File: src/rtl/rob_commit.sv
// rob_commit -- in-order reorder buffer feeding the architectural RF write port.
//
// Decode allocates one entry per instruction at the tail, in program order.
// Execute marks entries done by tag, in any order. At most one completed head
// entry retires per cycle onto the single RF write port. Flush squashes
// everything in flight.
//
// Optional build macro: ROB_WB_BYPASS_EN
//   When defined, a writeback aimed at the not-yet-done head entry retires that
//   entry in the same cycle, with the writeback data forwarded to the RF port.
//   When undefined, such a writeback only sets done and the entry retires one
//   cycle later.
//
// Ports:
//   clk, rst                       clock, asynchronous active-high reset
//   alloc_valid/wen/rd             allocation request from decode
//   alloc_ready, alloc_idx         entry available / tag handed out (= tail)
//   wb_valid, wb_idx, wb_data      out-of-order result from execute
//   flush                          squash all entries (highest priority)
//   rf_wen, rf_rd, rf_rd_data      architectural RF write port
//   commit_valid                   an entry retires this cycle (writing or not)
//   rob_empty, rob_count           occupancy status

// One ROB slot. The top decodes the per-slot strobes from head/tail/wb_idx,
// so the slot only has to apply them in priority order.
module rob_entry #(
    parameter int RF_SIZE_LOG = 2,
    parameter int REG_LEN     = 8
) (
    input  logic                   clk,
    input  logic                   rst,
    input  logic                   clr,        // flush: drop the entry
    input  logic                   retire,     // this slot is the committing head
    input  logic                   alloc_hit,  // this slot is the allocating tail
    input  logic                   alloc_wen,
    input  logic [RF_SIZE_LOG-1:0] alloc_rd,
    input  logic                   wb_hit,     // writeback addressed to this slot
    input  logic [REG_LEN-1:0]     wb_data,
    output logic                   valid,
    output logic                   done,
    output logic                   wen,
    output logic [RF_SIZE_LOG-1:0] rd,
    output logic [REG_LEN-1:0]     data
);

    // Retire beats a same-cycle writeback so a bypassed commit never leaves a
    // stale done bit behind. Alloc and retire can never target the same slot:
    // head == tail only when empty (nothing to retire) or full (no alloc).
    always_ff @(posedge clk or posedge rst) begin
        if (rst) begin
            valid <= 1'b0;
            done  <= 1'b0;
            wen   <= 1'b0;
            rd    <= '0;
            data  <= '0;
        end else if (clr || retire) begin
            valid <= 1'b0;
            done  <= 1'b0;
        end else if (alloc_hit) begin
            valid <= 1'b1;
            done  <= 1'b0;
            wen   <= alloc_wen;
            rd    <= alloc_rd;
        end else if (wb_hit && valid && !done) begin
            // Late or duplicate results (invalid or already-done slot) are ignored.
            done <= 1'b1;
            data <= wb_data;
        end
    end

endmodule

module rob_commit #(
    parameter int ROB_SIZE_LOG = 2,
    parameter int RF_SIZE_LOG  = 2,
    parameter int REG_LEN      = 8
) (
    input  logic                    clk,
    input  logic                    rst,
    input  logic                    alloc_valid,
    input  logic                    alloc_wen,
    input  logic [RF_SIZE_LOG-1:0]  alloc_rd,
    output logic                    alloc_ready,
    output logic [ROB_SIZE_LOG-1:0] alloc_idx,
    input  logic                    wb_valid,
    input  logic [ROB_SIZE_LOG-1:0] wb_idx,
    input  logic [REG_LEN-1:0]      wb_data,
    input  logic                    flush,
    output logic                    rf_wen,
    output logic [RF_SIZE_LOG-1:0]  rf_rd,
    output logic [REG_LEN-1:0]      rf_rd_data,
    output logic                    commit_valid,
    output logic                    rob_empty,
    output logic [ROB_SIZE_LOG:0]   rob_count
);

    localparam int                    ROB_SIZE = 2 ** ROB_SIZE_LOG;
    localparam logic [ROB_SIZE_LOG:0] FULL_CNT = (ROB_SIZE_LOG + 1)'(ROB_SIZE);
    localparam logic [ROB_SIZE_LOG:0] CNT_ONE  = (ROB_SIZE_LOG + 1)'(1);
    localparam logic [ROB_SIZE_LOG-1:0] PTR_ONE = ROB_SIZE_LOG'(1);

    logic [ROB_SIZE_LOG-1:0] head;
    logic [ROB_SIZE_LOG-1:0] tail;
    logic [ROB_SIZE_LOG:0]   count;

    logic [ROB_SIZE-1:0]                  e_valid;
    logic [ROB_SIZE-1:0]                  e_done;
    logic [ROB_SIZE-1:0]                  e_wen;
    logic [ROB_SIZE-1:0][RF_SIZE_LOG-1:0] e_rd;
    logic [ROB_SIZE-1:0][REG_LEN-1:0]     e_data;

    logic alloc_fire;
    logic head_ready;
    logic bypass;

    // Full means full even if the head retires this cycle: a freed slot is only
    // reusable from the next cycle on, which keeps alloc_ready off the commit path.
    assign alloc_ready = (count != FULL_CNT);
    assign alloc_idx   = tail;
    assign alloc_fire  = alloc_valid && alloc_ready && !flush;

    assign head_ready  = e_valid[head] && e_done[head];

`ifdef ROB_WB_BYPASS_EN
    assign bypass = e_valid[head] && !e_done[head] && wb_valid && (wb_idx == head);
`else
    assign bypass = 1'b0;
`endif

    assign commit_valid = (head_ready || bypass) && !flush;
    assign rf_wen       = commit_valid && e_wen[head];
    assign rf_rd        = e_rd[head];
    assign rf_rd_data   = bypass ? wb_data : e_data[head];

    assign rob_empty = (count == '0);
    assign rob_count = count;

    for (genvar i = 0; i < ROB_SIZE; i++) begin : g_ent
        localparam logic [ROB_SIZE_LOG-1:0] TAG = ROB_SIZE_LOG'(i);

        rob_entry #(
            .RF_SIZE_LOG (RF_SIZE_LOG),
            .REG_LEN     (REG_LEN)
        ) u_ent (
            .clk       (clk),
            .rst       (rst),
            .clr       (flush),
            .retire    (commit_valid && (head == TAG)),
            .alloc_hit (alloc_fire && (tail == TAG)),
            .alloc_wen (alloc_wen),
            .alloc_rd  (alloc_rd),
            .wb_hit    (wb_valid && !flush && (wb_idx == TAG)),
            .wb_data   (wb_data),
            .valid     (e_valid[i]),
            .done      (e_done[i]),
            .wen       (e_wen[i]),
            .rd        (e_rd[i]),
            .data      (e_data[i])
        );
    end

    always_ff @(posedge clk or posedge rst) begin
        if (rst) begin
            head  <= '0;
            tail  <= '0;
            count <= '0;
        end else if (flush) begin
            head  <= '0;
            tail  <= '0;
            count <= '0;
        end else begin
            if (alloc_fire)   tail <= tail + PTR_ONE;
            if (commit_valid) head <= head + PTR_ONE;
            case ({alloc_fire, commit_valid})
                2'b10:   count <= count + CNT_ONE;
                2'b01:   count <= count - CNT_ONE;
                default: count <= count;
            endcase
        end
    end

endmodule

File: config.mk
export PLATFORM = sky130hd
export DESIGN_NAME = rob_commit
export DESIGN_NICKNAME = d
export VERILOG_FILES = /design/src/rtl/rob_commit.sv
export SDC_FILE = /design/constraint.sdc
export NUM_CORES = 1
export LEC_CHECK = 0
export ABC_CLOCK_PERIOD_IN_PS = 4850
export BUFFER_PORTS_ARGS = -buffer_cell sky130_fd_sc_hd__buf_2
export CAP_MARGIN = 20
export CORE_ASPECT_RATIO = 0.7
export CORE_MARGIN = 3
export CORE_UTILIZATION = 27
export CTS_BUF_LIST = sky130_fd_sc_hd__clkbuf_8
export DETAILED_ROUTE_END_ITERATION = 6
export PLACE_DENSITY = 0.54
export SLEW_MARGIN = 20
export SYNTH_ARGS = -nofsm -noshare
export SYNTH_HDL_FRONTEND = slang
export SYNTH_HIERARCHICAL = 1
export SYNTH_SLANG_ARGS = --single-unit
File: constraint.sdc
create_clock -name clk -period 4.85 [get_ports clk]
set_clock_uncertainty 0.1 [all_clocks]
set_input_delay 0.7275 -clock clk [delete_from_list [all_inputs] [get_ports clk]]
set_output_delay 0.7275 -clock clk [all_outputs]
set_load 0.1 [all_outputs]
=== Word level (Yosys, flattened, before mapping) ===
Cells that the tools add are included.

* Bits in registers: 59
* Word-level logic and storage cells: 142

* Eq/ne operators: 12
* Bitwise gates (word level): 8
* Reduce and logical (&&, ||, !) cells: 58
* Magnitude comparators: 1
* $add $sub $neg: 4
* Mux-type cells: 36

{| class="wikitable"
|+ Operators with widths
! kind !! number
|-
| logical AND 1 bit || 26
|-
| two-way mux 1 bit || 23
|-
| binary-select mux 8 bit (select 2 bit) || 1
|-
| nonzero test 3 bit || 5
|-
| equality test 2 bit (second input constant) || 7
|-
| AND reduction 3 bit || 4
|-
| nonzero test 2 bit || 6
|-
| two-way mux 2 bit || 5
|-
| equality test 2 x 1 -> 1 bit (second input constant) || 4
|-
| two-way mux 8 bit || 1
|-
| inverter 1 bit || 8
|-
| AND reduction 2 bit || 4
|-
| binary-select mux 1 bit (select 2 bit) || 3
|-
| logical NOT 2 bit || 3
|-
| case mux 3 bit (2 select lines) || 1
|-
| logical NOT 1 bit || 5
|-
| adder 2 x 1 -> 2 bit (second input constant) || 2
|-
| binary-select mux 2 bit (select 2 bit) || 1
|-
| logical OR 1 bit || 4
|-
| adder 3 x 1 -> 3 bit (second input constant) || 1
|-
| logical NOT 3 bit || 1
|-
| less-than comparator 2 x 3 -> 1 bit (second input constant) || 1
|-
| two-way mux 3 bit || 1
|-
| != test 3 bit (second input constant) || 1
|-
| subtractor 3 x 1 -> 3 bit (second input constant) || 1
|}

=== Logic depth before layout (Yosys ltp) ===
* Word-level depth: 8
* Gate-level depth with buffers: 9
* Mapped depth without buffers: 8

=== Modules after synthesis ===
The synthesis kept the hierarchy.

{| class="wikitable"
|+ By module, submodules not included
! module !! seq. area each (um2) !! area an instance (um2) !! cells an instance !! instances
|-
| rob_entry || 325.3 || 509.2 || 32 || 4
|-
| rob_commit || 175.2 || 955.9 || 97 || 1
|}

=== Worst setup path after synthesis ===
No wires, ideal clock.

* Path kind: register to output
* Start: register head[1]
* End: output rf_wen
* Arrival time: 3.473 ns
* Slack: 0.550 ns
* Cell stages (with the launch flop): 6
* Cells stage by stage: dfrtp_1 -> buf_4 -> inv_2 -> mux4_2 -> nor2_1 -> and2_1

* Word-level cells in the longest chain between the ends: 5
* Elaborated cells between the ends (all ways): 9
* Those cells by class: mux: 6; reduce/logical: 3

{| class="wikitable"
|+ RTL lines
! item !! line !! source
|-
| start: declaration || 102 || <nowiki>logic [ROB_SIZE_LOG-1:0] head;</nowiki>
|-
| start signal: assignment || 173 || <nowiki>if (commit_valid) head <= head + PTR_ONE;</nowiki>
|-
| binary-select mux 1 bit (select 2 bit) || 122 || <nowiki>assign head_ready = e_valid[head] && e_done[head];</nowiki>
|-
| two-way mux 1 bit (implied by the code) || 122 ||
|-
| logical AND 1 bit (*) || 122 ||
|-
| logical AND 1 bit (*) || 130 || <nowiki>assign commit_valid = (head_ready || bypass) && !flush;</nowiki>
|-
| net commit_valid || 92 || <nowiki>output logic commit_valid,</nowiki>
|-
| logical AND 1 bit (*) || 131 || <nowiki>assign rf_wen = commit_valid && e_wen[head];</nowiki>
|-
| end: declaration || 89 || <nowiki>output logic rf_wen,</nowiki>
|}

Mark *: on every way through the listed nets, which the timed path passes. The rest lies on a longest branch. The select of a mux whose other input is x is not followed.

=== Final worst setup path ===
* Start: register head[0]
* End: output rf_wen

* Word-level cells in the longest chain between the ends: 5
* Elaborated cells between the ends (all ways): 9
* Those cells by class: mux: 6; reduce/logical: 3

{| class="wikitable"
|+ RTL lines
! item !! line
|-
| binary-select mux 1 bit (select 2 bit) || 122
|-
| two-way mux 1 bit (implied by the code) || 122
|-
| logical AND 1 bit || 122
|-
| logical AND 1 bit || 130
|-
| logical AND 1 bit (*) || 131
|}

Every way passes the cells marked *; elsewhere a longest branch is shown, timed or not. The select of a mux whose other input is x is not followed.

==> out/metrics.csv <==
stage,metric,value,unit
run_status,status,"finished, final reports clean",
finish,fillers,1076,
worst_setup_path,CP Max Fanout,19,
floorplan,Chip Width,132,um
timing,Max Fclk,267,MHz
synth,share of the synthesized area in the top cell type,49.3,%
finish,diodes inserted,0,
timing,period utilization,77.1,%
synth,top_reg_cell synth,dfrtp_1,
routing,Detail Route Antenna Nets,0,
timing,Final setup viols,0,
place,DPL Wire Length,4660,um
timing,final hold violations,0,
worst_setup_path,critical path's slowest cell,dfrtp_1,
timing,Slew Limit Fails,0,
synth,dominant cells by area after synthesis,"dfrtp_1 49%, mux2_2 17%, mux4_2 9.0%",
floorplan,die span in y,94.1,um
place,pre-CTS setup slack,1.39,ns
min_path,path category of the worst min-delay check,in -> async,
power,clock power share,37.7,%
place,placed instance count,404,
power,worst vdd ir,0.136,mV
synth,asr flop ratio synth,100,%
floorplan,core box area,10600,um2
worst_setup_path,worst path cell trace,inv_1 -> mux4_2 -> nor2_1 -> and2_1 -> buf_2,
worst_setup_path,CP Class,reg -> out,
power,LEAKAGE,1.62,nW
routing,via/cell ratio,4.60,
cts,CTS max path bufs,2,
cts,post-CTS setup buffer count,0,
power,Sw Pwr,0.394,mW
worst_setup_path,Critical Path End Type,output pin,
synth,post-synthesis cell type count,37,
place,GPL Wtd Cong,0.775,
worst_setup_path,Critical Path RT,4.02,ns
synth,Post-Synthesis Cell Area,2990,um2
power,Pint,0.903,mW
synth,syn avg cell area,13.3,um2
timing,setup TNS,0,ns
floorplan,Die ar.,12400,um2
floorplan,FP Rows,31,
finish,proportion of layout cells with a drive suffix above 1,41.9,%
finish,synthesis-to-layout area growth,18.6,%
run,max cap viols,0,
global_routing,largest net degree at the start of global routing,29,
routing,# DRC,0,
synth,register area share after synthesis,49.3,%
place,port bufs,36,
routing,drt wl/cell,15.5,um
finish,Non-Filler Instances,420,
worst_setup_path,crit path launch type,flip-flop,
timing,min Tclk post-route,3.74,ns
global_routing,Tot GR Track Use,11.5,%
power,Gate power share,19.3,%
power,PD cells,365,nW/um2
synth,Post-synth EDFFs,0,
worst_setup_path,CP startpoint,head[0],
worst_setup_path,CP arrival,2.91,ns
power,sequential share of power,43.0,%
cts,Worst-path clk slew,0.07,ns
power,Design Power,1.30,mW
cts,TritonCTS clock tree,done,
cts,clk_lat worst skew,0.34,ns
synth,#FFs+latches synth,59,
timing,normalized max-slew margin,35.0,%
cts,CTS H-tree lvls,3,
routing,Vias,1933,
floorplan,Top-Level Pins,37,
global_routing,vias in the first global route,2073,
synth,Post-Syn Nets,252,
cts,post-cts resize count,0,
finish,Final nets,294,
power,switching share of power,30.3,%
routing,DRT iter0 DRCs,68,
cts,CTS Hold Bufs,0,
synth,Synth area leader,dfrtp_1,
routing,routed wire length,6530,um
cts,Root Buffer,clkbuf_8,
routing,First-pass DRT Iterations,4,
global_routing,total gr overflow,0,
worst_setup_path,worst reg2reg startpoint,head[0],
synth,Yosys warning total,6,
floorplan,Initial Utilization,28.3,%
cts,clock buffer count from CTS,9,
worst_setup_path,Crit path largest cell delay,0.98,ns
synth,Cells after Synth,225,
global_routing,first-pass GRT wire length,10900,um
timing,final setup margin,1.11,ns
cts,clock sinks,59,
timing,Slew @ Worst Pin,0.976,ns
global_routing,initial antenna violation count,0,
timing,unrepaired setup endpoints after global routing,false,
[registers in the layout, indices dropped and copies added (netlist names)]
| name | cells |
|---|---|
| alloc_idx | 2 |
| g_ent.u_ent/data | 32 |
| g_ent.u_ent/done | 4 |
| g_ent.u_ent/rd | 8 |
| g_ent.u_ent/valid | 4 |
| g_ent.u_ent/wen | 4 |
| head | 2 |
| rob_count | 3 |
[cell usage after synthesis (all sizes together), types with 4 or more instances]
library cell / number
nor3b: 5
ha: 8
dfrtp: 59
nand3b: 5
nor2: 12
nand3: 6
inv: 10
and2: 10
nor3: 4
buf: 4
mux2: 46
mux4: 12
a21oi: 7
nor4: 8
nand2: 9
[metal layers]
metal	up-vias	wire length [um]	track usage, %
li1	904	-	-
met1	992	3210	15.7
met2	28	2970	17.3
met3	9	280	4.12
met4	0	66	3.15
met5	-	0	0
[cells in the final DEF (no fill, tap or decap), drive strengths merged]
cell      n
nor3b     5
o21ai     2
clkinv    2
nand3     6
a2bb2oi   1
and3      1
a211oi    1
nand3b    5
buf      36
mux2     46
or2       1
xor2      1
nand2     9
nor3      4
bufinv    2
o211ai    1
nor2b     2
xnor2     1
clkbuf   10
nand2b    2
dfrtp    59
or3       1
mux4     12
or3b      1
a311oi    1
and2     10
a21oi     7
nor2     12
mux2i     1
ha        8
inv      12
fa        1
nor4      8
and4      1
[stage by stage]
| step | instance area (um2) | utilization, % | hold WS, ns |
|---|---|---|---|
| 3_3_place_gp | 3330 | 31.5 | 0.386 |
| 5_1_grt | 3550 | 33.5 | 0.255 |
| 2_1_floorplan | 2990 | - | 0.375 |
| 3_5_place_dp | 3330 | 31.5 | 0.390 |
| 6_report | 3550 | 33.5 | 0.250 |
| 4_1_cts | 3550 | 33.5 | 0.246 |
[layout make-up]
class / instances / area [um2] / share of cell area, %
multi-input combinational: 151 / 1450 / 40.9
tap: 148 / 185 / 5.22
clock buffer: 10 / 138 / 3.88
sequential: 59 / 1480 / 41.6
inverter: 10 / 37.5 / 1.06
timing repair buffer: 36 / 180 / 5.08
clock inverter: 6 / 81.3 / 2.29
[cells by family (layout without fill, tap and decap cells)]
group | after synthesis | count (layout) | synth area share [%]
and+or+nand+nor | 68 | 68 | 14.6
muxes | 59 | 59 | 26.7
DFF | 59 | 59 | 49.3
buffers and inverters | 15 | 62 | 2.17
AOI/OAI and AO/OA | 13 | 13 | 2.59
adders and majority gates | 9 | 9 | 4.01
xor gates and xnor gates | 2 | 2 | 0.585
[critical path: cells and delay by family (launching register included)]
family,cells,cell delay [ns]
multiplexers,1,0.40
AND/OR/NAND/NOR,2,0.54
buffers and inverters,2,0.66
flip-flops,1,0.98
[power by group through the flow]
stage / sequential [mW] / combinational (mW) / clock (mW)
finish: 0.557 / 0.250 / 0.490
detailed placement: 0.567 / 0.253 / 0
global route: 0.563 / 0.266 / 0.531
global placement: 0.566 / 0.251 / 0
CTS: 0.558 / 0.253 / 0.506
floorplan: 0.584 / 0.181 / 0
[worst paths after layout]
| kind | cells after the start | slack (ns) | to |
|---|---|---|---|
| max in group asynchronous | 2 | 3.79 | g_ent[0].u_ent/valid |
| hold reg to reg | 1 | 0.40 | g_ent[2].u_ent/data[2] |
| min in group clk | 1 | 0.40 | g_ent[2].u_ent/data[2] |
| hold / removal | 2 | 0.25 | rob_count[2] |
| setup reg to reg | 6 | 1.55 | g_ent[1].u_ent/rd[1] |
| setup / recovery | 5 | 1.11 | rf_wen |
(Power assumes the default switching activity.)
